**config.mk**
```make
export PLATFORM = sky130hd
export DESIGN_NAME = odd_parity_frame_tx
export DESIGN_NICKNAME = d
export VERILOG_FILES = /design/src/rtl/parity_frame_pkg.sv /design/src/rtl/odd_parity_calc.sv /design/src/rtl/odd_parity_frame_tx.sv
export SDC_FILE = /design/constraint.sdc
export NUM_CORES = 1
export LEC_CHECK = 0
export CAP_MARGIN = 20
export CORE_MARGIN = 2
export CORE_UTILIZATION = 55
export DETAILED_ROUTE_END_ITERATION = 8
export GPL_TIMING_DRIVEN = 1
export PLACE_DENSITY = 0.78
export SYNTH_ARGS = -nofsm -noshare
export SYNTH_HDL_FRONTEND = slang
export SYNTH_SLANG_ARGS = --single-unit
```
**constraint.sdc**
```tcl
create_clock -name clk -period 4.35 [get_ports clk]
set_clock_uncertainty 0.1 [all_clocks]
set_input_delay 1.0875 -clock clk [delete_from_list [all_inputs] [get_ports clk]]
set_output_delay 1.0875 -clock clk [all_outputs]
set_load 0.005 [all_outputs]
```
**src/rtl/parity_frame_pkg.sv**
```systemverilog
// Shared constants for the odd-parity serial frame transmitter: state encoding,
// line levels of the framing bits and a width helper.
package parity_frame_pkg;

  localparam logic [2:0] S_IDLE   = 3'd0;
  localparam logic [2:0] S_START  = 3'd1;
  localparam logic [2:0] S_DATA   = 3'd2;
  localparam logic [2:0] S_PARITY = 3'd3;
  localparam logic [2:0] S_STOP   = 3'd4;

  localparam logic START_BIT = 1'b0;
  localparam logic STOP_BIT  = 1'b1;

  // Bits needed to count 0..n-1; never less than one so counters stay legal.
  function automatic int clog2(input int n);
    int r;
    r = 0;
    while ((1 << r) < n) r++;
    return (r < 1) ? 1 : r;
  endfunction

endpackage

```
**src/rtl/odd_parity_calc.sv**
```systemverilog
// Combinational odd-parity bit: total ones in {data, parity} is always odd.
module odd_parity_calc #(
  parameter int DATA_W = 4
) (
  input  logic [DATA_W-1:0] data_i,
  output logic              parity_o
);

  assign parity_o = ~^data_i;

endmodule

```
**src/rtl/odd_parity_frame_tx.sv**
```systemverilog
// Serial frame transmitter: start, DATA_W data bits LSB first, odd parity, stop.
// Optional macro PARITY_ERR_INJECT_EN adds err_inject to corrupt one frame's parity bit.
module odd_parity_frame_tx
  import parity_frame_pkg::*;
#(
  parameter int DATA_W     = 4,
  parameter int BIT_CYCLES = 4
) (
  input  logic              clk,
  input  logic              rst,
`ifdef PARITY_ERR_INJECT_EN
  input  logic              err_inject,
`endif
  input  logic [DATA_W-1:0] in_data,
  input  logic              in_valid,
  output logic              in_ready,
  output logic              tx_out,
  output logic              busy,
  output logic              frame_done,
  output logic              parity_out
);

  localparam int CW = clog2(BIT_CYCLES);
  localparam int IW = clog2(DATA_W);

  logic [2:0]        state_q, state_d;
  logic [CW-1:0]     cnt_q, cnt_d;
  logic [IW-1:0]     idx_q, idx_d;
  logic [DATA_W-1:0] shreg_q, shreg_d;
  logic              par_q, par_d;
  logic              inj_q, inj_d;
  logic              tx_q, tx_d;
  logic              busy_q, busy_d;
  logic              done_q, done_d;
  logic              par_calc, accept, bit_end;

  odd_parity_calc #(.DATA_W(DATA_W)) u_parity (
    .data_i   (in_data),
    .parity_o (par_calc)
  );

  assign in_ready = (state_q == S_IDLE);
  assign accept   = in_valid && in_ready;

  generate
    if (BIT_CYCLES == 1) begin : g_single
      assign bit_end = 1'b1;
    end else begin : g_multi
      assign bit_end = (cnt_q == CW'(BIT_CYCLES - 1));
    end
  endgenerate

  always_comb begin
    state_d = state_q;
    idx_d   = idx_q;
    shreg_d = shreg_q;
    par_d   = par_q;
    inj_d   = inj_q;
    done_d  = 1'b0;
    cnt_d   = (state_q == S_IDLE || bit_end) ? '0 : cnt_q + CW'(1);
    case (state_q)
      S_IDLE: begin
        if (accept) begin
          state_d = S_START;
          shreg_d = in_data;
          par_d   = par_calc;
`ifdef PARITY_ERR_INJECT_EN
          inj_d   = err_inject;
`else
          inj_d   = 1'b0;
`endif
        end
      end
      S_START: begin
        if (bit_end) begin
          state_d = S_DATA;
          idx_d   = '0;
        end
      end
      S_DATA: begin
        if (bit_end) begin
          shreg_d = shreg_q >> 1;
          if (idx_q == IW'(DATA_W - 1)) begin
            state_d = S_PARITY;
            idx_d   = '0;
          end else begin
            idx_d = idx_q + IW'(1);
          end
        end
      end
      S_PARITY: if (bit_end) state_d = S_STOP;
      S_STOP: begin
        if (bit_end) begin
          state_d = S_IDLE;
          done_d  = 1'b1;
        end
      end
      default: state_d = S_IDLE;
    endcase
  end

  // Line level is decoded from the next state so tx_out comes straight from a flop.
  always_comb begin
    case (state_d)
      S_START:  tx_d = START_BIT;
      S_DATA:   tx_d = shreg_d[0];
      S_PARITY: tx_d = par_d ^ inj_d;
      S_STOP:   tx_d = STOP_BIT;
      default:  tx_d = 1'b1;
    endcase
    busy_d = (state_d != S_IDLE);
  end

  always_ff @(posedge clk or posedge rst) begin
    if (rst) begin
      state_q <= S_IDLE;
      cnt_q   <= '0;
      idx_q   <= '0;
      par_q   <= 1'b0;
      inj_q   <= 1'b0;
      tx_q    <= 1'b1;
      busy_q  <= 1'b0;
      done_q  <= 1'b0;
    end else begin
      state_q <= state_d;
      cnt_q   <= cnt_d;
      idx_q   <= idx_d;
      par_q   <= par_d;
      inj_q   <= inj_d;
      tx_q    <= tx_d;
      busy_q  <= busy_d;
      done_q  <= done_d;
    end
  end

  // Payload needs no reset: it is always loaded on accept before it is shifted out.
  always_ff @(posedge clk) begin
    shreg_q <= shreg_d;
  end

  assign tx_out     = tx_q;
  assign busy       = busy_q;
  assign frame_done = done_q;
  assign parity_out = par_q;

endmodule

```
==> key figures <==
Global route
  • Via count of the first global-routing pass: ~600
  • Global route total overflow: 0
  • First-pass GRT wire length: about 2.6 mm
  • Pin count of the biggest net entering global routing: 15
  • Number of antenna violations at the first check in global routing: 0
  • Total global-route track usage: 0.201

Worst setup path
  • Cells on worst reg2reg path: 5
  • Crit Reg-Reg Endpoint: busy$_DFF_PP0_
  • Highest net fanout along the worst path: 13
  • Endpoint required time on the critical path: 3.16 ns
  • Critical path launch point type: register
  • Arrival time at the worst endpoint: roughly 1.8 ns
  • Type of destination of the critical path: primary output
  • Critical register-to-register path startpoint: cnt_q[0]$_DFF_PP0_
  • Slack of the worst reg-to-reg path: 2.66 ns
  • Kind of critical path: reg -> out

Routing
  • DR vias: ~580
  • Total routed wirelength: around 1.4 mm
  • Number of vias per cell: 5.82
  • First-pass iteration count of the detailed router: 4
  • DRC violation count after routing: 0
  • Average detailed-routed wire length per instance: 14.1 um
  • Detailed Route Iter0 Violations: 7
  • Count of antenna-violating nets left after detailed routing: 0

Synthesis
  • Syn_area_per_cell: 11.3 um2
  • Share of synthesized flip-flops with an asynchronous set or reset: 0.750
  • #FFs+latches synth: 16
  • Yosys warnings: 0
  • Post-Synthesis Cell Area: between 800 and 900 um2
  • Sequential-to-total area share from yosys stat: 0.501
  • Number of enable-type register cells in the synthesized netlist: 3
  • Top_reg_cell synth: sky130_fd_sc_hd__dfrtp_1
  • Number of instances in the synthesized netlist: between 70 and 80
  • Netlist cell types: 37
  • Number of nets produced by synthesis: 83

Hold path
  • Worst hold start: cnt_q[0]$_DFF_PP0_
  • Hold Path End: cnt_q[0]$_DFF_PP0_
  • Worst hold stages: 1
  • Class of the tightest hold or removal check: reg -> reg

Clocking
  • Maximum buffer depth of the clock tree: 2
  • Root buffer cell: sky130_fd_sc_hd__clkbuf_4
  • Clock insertion delay at the later pin of the skew report: 0.29 ns
  • Clock tree from TritonCTS: yes
  • Clock net sink count: 16
  • TritonCTS buffer count: 3
  • CTS resizes: 0
  • Setup bufs post-CTS: 0
  • Post-CTS clock slew at the launch and capture registers of the worst setup and hold paths: around 0.09 ns
  • CTS H-Tree Depth: 1
  • CTS Hold Buffers Added: 0

Pwr
  • P_int: 0.379 mW
  • Largest vdd supply drop: between 0.0003 and 0.0004 V
  • Clk network pwr share: 0.141
  • Net switching share of the total power: 0.364
  • Switching power summed over all nets: 0.217 mW
  • Share of total power in sequential cells: 0.454
  • Power density relative to cell area: 628 nW/um2
  • Gate power share: 0.405
  • Total power after layout: between 0.5 and 0.6 mW
  • Cell leakage power: 0.398 nW

Die
  • Die outline area: ~1800 um2
  • Die X-Extent: approximately 43 um
  • Vert. Die Dim: roughly 43 um
  • Total core area: 1350 um2
  • Row count: 13
  • I/O pin count: 12
  • Starting density of the core: 0.609

Finish
  • Final net count: 96
  • Number of cells in the finished layout apart from fillers: 100
  • Post-route cell area: approximately 950 um2
  • Proportion of layout cells with a drive suffix above 1: 0.129
  • Inserted Diodes: 0
  • Layout overhead on the synthesized area: 15.5%

Timing
  • Final Max Tran Viols: 0
  • Number of failing hold endpoints at the final stage: 0
  • Crit path setup slack, layout: 1.40 ns
  • Unrepaired setup endpoints after global routing: false
  • Final setup violating endpoints: 0
  • Transition time of the tightest slew-check pin: between 0.4 and 0.5 ns
  • Final critical path time including I/O delays and setup: 2.95 ns
  • Tcrit/Tclk final: 0.678
  • Post-Route Setup TNS: 0 ns
  • Fmax: 0.339 GHz
  • Slew headroom: 0.675

Flow run
  • Reported max-cap violation count: 0

Status
  • Status: finished, final reports clean

Placement
  • Instance area after placement: between 900 and 1000 um2
  • Placed Instances: 96
  • Final GP Congestion: 0.709
  • Number of port buffers: 11
  • Detail Placement HPWL: 1.07 mm
  • Worst setup slack after placement: 1.70 ns
## cell usage in the layout (no fill, tap or decap), types with 2 or more instances in the layout
cell type,netlist,layout
sky130_fd_sc_hd__and3_1,2,2
sky130_fd_sc_hd__nand2_1,7,7
sky130_fd_sc_hd__edfxtp_1,3,3
sky130_fd_sc_hd__ha_1,3,3
sky130_fd_sc_hd__nor3_1,2,2
sky130_fd_sc_hd__dfrtp_1,11,11
sky130_fd_sc_hd__xor2_1,2,2
sky130_fd_sc_hd__nor4b_1,2,2
sky130_fd_sc_hd__clkdlybuf4s50_1,0,11
sky130_fd_sc_hd__a22o_1,4,4
sky130_fd_sc_hd__nor2_1,5,5
sky130_fd_sc_hd__o21ai_0,2,2
sky130_fd_sc_hd__a32o_1,2,2
sky130_fd_sc_hd__xnor2_1,2,2
sky130_fd_sc_hd__and2_1,2,2
sky130_fd_sc_hd__clkbuf_4,0,3
## sequential cells by signal (all words and copies together) (netlist names)
signal      count
cnt_q           2
tx_out          1
idx_q           2
frame_done      1
inj_q           1
parity_out      1
shreg_q         4
busy            1
state_q         3
## cells by family (layout without fill, tap and decap cells)
kind of cell,count (synthesis),in the layout,synth area share
AOI/OAI and AO/OA,16,16,0.174
xor gates and xnor gates,4,4,0.0426
and+or+nand+nor,29,29,0.195
adders and majority gates,3,3,0.0457
buffers and inverters,5,17,0.0426
DFF,16,16,0.501
## power groups by stage
stage | Sequential [mW] | Combinational (mW) | Clock [mW]
finish | 0.271 | 0.241 | 0.0840
global route | 0.283 | 0.277 | 0.0927
CTS | 0.271 | 0.246 | 0.0856
detailed placement | 0.275 | 0.245 | 0
global placement | 0.271 | 0.237 | 0
floorplan | 0.243 | 0.211 | 0
## Yosys cell counts, types with 2 or more instances
master                      n  area share
sky130_fd_sc_hd__nor4b_1    2       0.021
sky130_fd_sc_hd__o21ai_0    2       0.012
sky130_fd_sc_hd__edfxtp_1   3        0.11
sky130_fd_sc_hd__a32o_1     2       0.024
sky130_fd_sc_hd__buf_6      2       0.027
sky130_fd_sc_hd__nor2_1     5       0.023
sky130_fd_sc_hd__ha_1       3       0.046
sky130_fd_sc_hd__nor3_1     2       0.012
sky130_fd_sc_hd__and2_1     2       0.015
sky130_fd_sc_hd__dfrtp_1   11        0.33
sky130_fd_sc_hd__and3_1     2       0.015
sky130_fd_sc_hd__a22o_1     4       0.043
sky130_fd_sc_hd__xor2_1     2       0.021
sky130_fd_sc_hd__nand2_1    7       0.032
sky130_fd_sc_hd__xnor2_1    2       0.021
## layer usage
metal	part of all wire	wire length, um	vias up	track usage
li1	-	-	288	-
met5	0	0	-	0
met3	0.046	65	5	0.0383
met4	0.034	48	0	0.131
met2	0.44	618	16	0.294
met1	0.48	681	273	0.268
## worst max-delay path, cell delays in order (launching register included)
cell	delay [ns]
sky130_fd_sc_hd__dfrtp_1	0.56
sky130_fd_sc_hd__nor3_1	0.34
sky130_fd_sc_hd__clkdlybuf4s50_1	0.57
## worst max path at each step
stage / from / to
after global placement: in_valid / shreg_q[2]$_DFFE_PP_
final: state_q[0]$_DFF_PP0_ / in_ready
after global routing: state_q[0]$_DFF_PP0_ / in_ready
after CTS: state_q[0]$_DFF_PP0_ / in_ready
after detailed placement: in_valid / shreg_q[1]$_DFFE_PP_
after floorplan: in_valid / busy$_DFF_PP0_
## area by class of cell
| cell class | count | area, um2 |
|---|---|---|
| Clock buffer | 4 | 26.3 |
| Fill cell | 119 | 400 |
| Inverter | 2 | 7.51 |
| Multi-Input combinational cell | 52 | 375 |
| Sequential cell | 16 | 412 |
| Tap cell | 15 | 18.8 |
| Timing Repair Buffer | 11 | 110 |
## per-stage QoR
step / util / hold slack (ns)
3_5_place_dp: 0.684 / 0.388
5_1_grt: 0.703 / 0.436
3_3_place_gp: 0.684 / 0.366
4_1_cts: 0.703 / 0.401
6_report: 0.703 / 0.396
2_1_floorplan: - / 0.344
Power figures use the tool's default switching activity.
